**src/rtl/ex_mem_stage.sv**
```systemverilog
// EX/MEM pipeline register for the RV32I core: captures execute results, prepares
// store byte enables / lane-replicated data / misalignment flags, and feeds forwarding.
module ex_mem_stage #(
  parameter int XLEN = 32
) (
  input  logic            clk,
  input  logic            reset,
  input  logic            stall_m,
  input  logic            flush_m,
  input  logic            valid_e,
  input  logic [XLEN-1:0] aluresult_e,
  input  logic [3:0]      flags_e,
  input  logic [XLEN-1:0] writedata_e,
  input  logic [XLEN-1:0] pcplus4_e,
  input  logic [4:0]      rd_e,
  input  logic            regwrite_e,
  input  logic            memwrite_e,
  input  logic            memread_e,
  input  logic [1:0]      resultsrc_e,
  input  logic [2:0]      funct3_e,
  output logic            valid_m,
  output logic [XLEN-1:0] aluresult_m,
  output logic [XLEN-1:0] pcplus4_m,
  output logic [3:0]      flags_m,
  output logic [4:0]      rd_m,
  output logic            regwrite_m,
  output logic            memread_m,
  output logic [1:0]      resultsrc_m,
  output logic [2:0]      funct3_m,
  output logic            memwrite_m,
  output logic [3:0]      byteen_m,
  output logic [XLEN-1:0] wdata_m,
  output logic            misalign_m,
  output logic [XLEN-1:0] fwd_m
);

  // Pipeline control: reset > flush_m (bubble) > stall_m (hold) > load.
  logic [1:0]      addr;
  logic            is_store, is_load;
  logic            st_legal, st_mis, ld_mis, st_ok;
  logic [3:0]      byteen_n;
  logic [XLEN-1:0] wdata_n;

  assign addr = aluresult_e[1:0];

  always_comb begin
    is_store = valid_e & memwrite_e;
    is_load  = valid_e & memread_e;
    st_legal = 1'b0;
    st_mis   = 1'b0;
    ld_mis   = 1'b0;
    byteen_n = 4'b0000;
    wdata_n  = writedata_e;
    case (funct3_e)
      3'b000: begin
        st_legal = 1'b1;
        byteen_n = 4'b0001 << addr;
        wdata_n  = {4{writedata_e[7:0]}};
      end
      3'b001: begin
        st_legal = 1'b1;
        st_mis   = addr[0];
        ld_mis   = addr[0];
        byteen_n = addr[1] ? 4'b1100 : 4'b0011;
        wdata_n  = {2{writedata_e[15:0]}};
      end
      3'b010: begin
        st_legal = 1'b1;
        st_mis   = (addr != 2'b00);
        ld_mis   = (addr != 2'b00);
        byteen_n = 4'b1111;
      end
      3'b101: ld_mis = addr[0];
      default: ;
    endcase
    // Only a legal, aligned store reaches memory; everything else is squashed here.
    st_ok = is_store & st_legal & ~st_mis;
  end

  always_ff @(posedge clk) begin
    if (reset || flush_m) begin
      valid_m     <= 1'b0;
      aluresult_m <= '0;
      pcplus4_m   <= '0;
      flags_m     <= 4'b0000;
      rd_m        <= 5'd0;
      regwrite_m  <= 1'b0;
      memread_m   <= 1'b0;
      resultsrc_m <= 2'b00;
      funct3_m    <= 3'b000;
      memwrite_m  <= 1'b0;
      byteen_m    <= 4'b0000;
      wdata_m     <= '0;
      misalign_m  <= 1'b0;
    end else if (!stall_m) begin
      valid_m     <= valid_e;
      aluresult_m <= aluresult_e;
      pcplus4_m   <= pcplus4_e;
      flags_m     <= flags_e;
      rd_m        <= rd_e;
      regwrite_m  <= valid_e & regwrite_e;
      memread_m   <= is_load;
      resultsrc_m <= resultsrc_e;
      funct3_m    <= funct3_e;
      memwrite_m  <= st_ok;
      byteen_m    <= st_ok ? byteen_n : 4'b0000;
      wdata_m     <= wdata_n;
      misalign_m  <= (is_store & st_legal & st_mis) | (is_load & ld_mis);
    end
  end

  assign fwd_m = (resultsrc_m == 2'b10) ? pcplus4_m : aluresult_m;

endmodule

```
**config.mk**
```make
export PLATFORM = sky130hd
export DESIGN_NAME = ex_mem_stage
export DESIGN_NICKNAME = d
export VERILOG_FILES = /design/src/rtl/ex_mem_stage.sv
export SDC_FILE = /design/constraint.sdc
export NUM_CORES = 1
export LEC_CHECK = 0
export ABC_AREA = 1
export BUFFER_PORTS_ARGS = -buffer_cell sky130_fd_sc_hd__buf_2
export CAP_MARGIN = 20
export CELL_PAD_IN_SITES_DETAIL_PLACEMENT = 0
export CELL_PAD_IN_SITES_GLOBAL_PLACEMENT = 1
export CORE_MARGIN = 2
export CORE_UTILIZATION = 30
export DETAILED_ROUTE_END_ITERATION = 6
export GPL_TIMING_DRIVEN = 0
export PLACE_DENSITY = 0.89
export SYNTH_ARGS = -nofsm -noshare
export SYNTH_HDL_FRONTEND = slang
export SYNTH_SLANG_ARGS = --single-unit
```
**constraint.sdc**
```tcl
create_clock -name clk -period 1.15 [get_ports clk]
set_input_delay 0.0575 -clock clk [delete_from_list [all_inputs] [get_ports clk]]
set_output_delay 0.0575 -clock clk [all_outputs]
set_load 0.005 [all_outputs]
```
# ---- After elaboration in Yosys (flattened, before gate mapping)
# Index checks and enable logic that the tools add are counted.
dict set report classes {
  n_eq_ne 4
  shifts 1
  mux 8
  n_bitwise 9
  reduce_logical 5
}
# op count
set ops {}
lappend ops {{case mux 32 bit (2 select lines)} 1}
lappend ops {{2-to-1 mux 32 bit} 1}
lappend ops {{case mux 4 bit (3 select lines)} 1}
lappend ops {{2-to-1 mux 4 bit} 2}
lappend ops {{bitwise AND 1 bit} 7}
lappend ops {{case mux 1 bit (2 select lines)} 2}
lappend ops {{left shift 1 x 2 -> 4 bit (first input constant)} 1}
lappend ops {{equality test 3 x 1 -> 1 bit (second input constant)} 1}
lappend ops {{equality test 3 x 2 -> 1 bit (second input constant)} 1}
lappend ops {{equality test 3 bit (second input constant)} 1}
lappend ops {{logical NOT 3 bit} 1}
lappend ops {{OR reduction 3 bit} 1}
lappend ops {{equality test 2 bit (second input constant)} 1}
lappend ops {{nonzero test 2 bit} 1}
lappend ops {{OR reduction 2 bit} 1}
lappend ops {{logical OR 1 bit} 1}
lappend ops {{2-to-1 mux 1 bit} 1}
lappend ops {{NOT 1 bit} 1}
lappend ops {{OR 1 bit} 1}
dict set report totals {
  ff_bits 119
  output_inout_bits 151
}

# ---- Logic depth before layout (Yosys ltp)
dict set report depth {
  ltp_word 6
  mapped_depth 7
  depth_no_buf 7
}

# ---- Worst setup path before layout
# No wires, ideal clock.
dict set report synth_path {
  path_kind {register to output}
  from {register resultsrc_m[0]}
  to {output fwd_m[10]}
  t_arrival_ns 1.062
  setup_slack_ns 0.031
  stages_incl_launch_ff 5
  cell_sequence {dfxtp_1 inv_1 nand2_1 buf_2 mux2_2}
}
dict set report synth_between {
  elab_chain_len 2
}
# element line
set synth_rtl {}
lappend synth_rtl {{start, declared} 28} ;# output logic [1:0] resultsrc_m,
lappend synth_rtl {{start signal, assigned} 103} ;# resultsrc_m <= resultsrc_e;
lappend synth_rtl {{equality test 2 bit} 112} ;# assign fwd_m = (resultsrc_m == 2'b10) ? pcplus4_m : aluresult_m;
lappend synth_rtl {{2-to-1 mux 32 bit} 112}
lappend synth_rtl {{end, declared} 34} ;# output logic [XLEN-1:0] fwd_m
# No other way between the ends.

# ---- Final worst setup path
dict set report layout_path {
  from {register resultsrc_m[0]}
  to {output fwd_m[6]}
}
# The elaborated chain is that of the path after synthesis.

==> metrics <==
fraction of layout cells with a size suffix above 1 0.388; DRT iter0 DRCs 267; Final min period 1680 ps; Hold Path Depth 3; final core utilization 0.543; CP max FO 6; HPWL after DPL 13300 um; vias per cell 4.75; sequential cell area 0.00239 mm^2; vias in the first global route 5925; DRC violations left 0; CTS sink count 119; critical path arrival 1620 ps; Async SR Flop Fraction 0; worst hold path class in -> reg; synthesized net count 725; IO Pins 269; die height 132 um; Final Cycle Share 1.46; area of the multi-input gates 0.00230 mm^2; sequential fraction of the synthesis area 0.483; CTS tree done; initial antenna violation count 0; Syn Area/Cell 8.13 um^2; pwr dens 1390 mW/mm^2; slew at the pin with the worst max-slew slack 633 ps; number of core rows 46; fmax 596 MHz; cell area after synthesis 0.00493 mm^2; final WL 20400 um; Yosys Warn Count 0; core box area 0.0160 mm^2; CP Capture Type output pin; total global routing overflow 0; Unique masters post-synth 29; RSZ-0062 raised after global routing yes; Final #Nets 1138; Worst VDD drop 961 uV; failing checks setup timing; Setup TNS -15570 ps; Die W 132 um; Required @ worst endpoint 1090 ps; GRT Total Usage 0.228; Synth Register Bits 119; worst-case clock skew 0 ps; status complete, but fails checks; Num CTS Buffers 17; most frequent cells in the layout buf_2 (278), nand2_1 (192), dfxtp_1 (117); Pleak 0.00420 uW; R2R cell count 2; pin count of the biggest net entering global routing 17; total number of vias 5931; die area 0.0175 mm^2; clk_lat worst skew 410 ps; global-route wire length before repair 31400 um; CP Class reg -> out; endpoints failing hold 0; Worst slew margin 0.578; H-tree depth 4; commonest non-fill, non-tap cell in the layout buf_2; Top FF cell, synth dfxtp_1; Synth-to-Final Area Change 76.2%; Filler Cells Inserted 1496; PnR worst setup slack -527 ps; CP startpoint kind flip-flop; Avg WL per Cell 16.4 um; GPL Wtd Cong 0.843; Ant. Diodes 0; Initial Utilization 0.308; First-pass DRT Iterations 4; IO buf count 267; Worst-path clk slew 60 ps; number of max-cap violations 0; Max Slew Vio Count 0; final setup violation count 32; Antenna Nets Post-Route 0; number of flops mapped to enable cells by yosys 0; CTS root buf clkbuf_16; clk buf depth 2; cells after synthesis 607
-- kinds of logic (layout without fill, tap and decap cells) --
family                 count (synthesis)  in the layout  synth area share
buffers and inverters                 60            485            0.0616
and+or+nand+nor                      226            226             0.190
AOI/OAI and AO/OA                    162            162             0.177
DFF                                  119            119             0.483
muxes                                 40             40            0.0893
-- cell type report --
type	count	share of cell area
clock inverter	8	0.0219
timing repair buffer	394	0.311
clock buffer	23	0.0573
sequential	119	0.275
multi-input combinational	428	0.265
tap	216	0.0311
inverter	17	0.00763
buffer	43	0.0314
-- metal layers --
layer  track usage  share of wire  wire length, um
met1         0.268           0.42             8630
met2         0.399           0.50            10200
met4         0.102          0.029              594
met5             0              0                0
met3        0.0484          0.052             1060
-- final timing paths --
path / to / slack [ps] / from
min reg2reg: flags_m[3] / 460 / flags_m[3]
max reg2reg: wdata_m[19] / 360 / wdata_m[19]
max: fwd_m[6] / -530 / resultsrc_m[0]
min: memread_m / 9 / valid_e
-- sequential cells by signal, summed over array words and instances (netlist names) --
| register | cells |
|---|---|
| aluresult_m | 32 |
| pcplus4_m | 32 |
| wdata_m | 32 |
| rd_m | 5 |
| byteen_m | 4 |
| flags_m | 4 |
| funct3_m | 3 |
| resultsrc_m | 2 |
| memread_m | 1 |
| memwrite_m | 1 |
| misalign_m | 1 |
| regwrite_m | 1 |
| valid_m | 1 |
-- cell usage after synthesis, types with 3 or more instances --
| cell type | n | area (um^2) |
|---|---|---|
| nand3_1 | 15 | 75.1 |
| buf_4 | 4 | 30.0 |
| nand4_1 | 4 | 25.0 |
| clkbuf_1 | 11 | 41.3 |
| a21oi_1 | 107 | 536 |
| buf_2 | 25 | 125 |
| mux2i_1 | 8 | 80.1 |
| nand2_1 | 193 | 724 |
| mux2_2 | 32 | 360 |
| inv_1 | 12 | 45.0 |
| a31oi_1 | 8 | 50.1 |
| a21oi_2 | 5 | 43.8 |
| o21ai_0 | 32 | 160 |
| o211ai_1 | 6 | 45.0 |
| nor2_1 | 3 | 11.3 |
| dfxtp_1 | 119 | 2380 |
| nor2_4 | 4 | 45.0 |
| inv_2 | 4 | 15.0 |
-- worst max-delay path, stage by stage, from the launching register on --
cell,delay [ps]
dfxtp_2,330
inv_2,50
nand2_4,100
buf_12,130
clkbuf_16,140
mux2_2,320
buf_2,120
-- per-stage QoR --
stage | setup WS [ps] | power (uW) | hold WS [ps] | cells | area (um^2)
floorplan | 31.0 | 4980 | 200 | 607 | 4930
global placement | -376 | 5570 | 307 | 1090 | 6540
detailed placement | -447 | 5580 | 312 | 1090 | 6540
CTS | -531 | 12200 | 2.75 | 1251 | 8670
global route | -587 | 12600 | 0.244 | 1248 | 8690
finish | -527 | 12100 | 9.28 | 1248 | 8690
-- power breakdown --
part	total, uW	leakage [uW]	internal (uW)	switching [uW]
logic	1550	0.00289	808	743
registers	4360	0.000971	4270	94.3
clock network	6200	0.000339	4340	1870
-- what timing repair did --
item,4_1_cts,5_1_grt
hold buffers,119,2
setup endpoints to repair,32,38
cloned,2,1
setup buffers,9,1
hold endpoints to repair,106,2
resized for setup,32,12
Power figures use the tool's default switching activity.
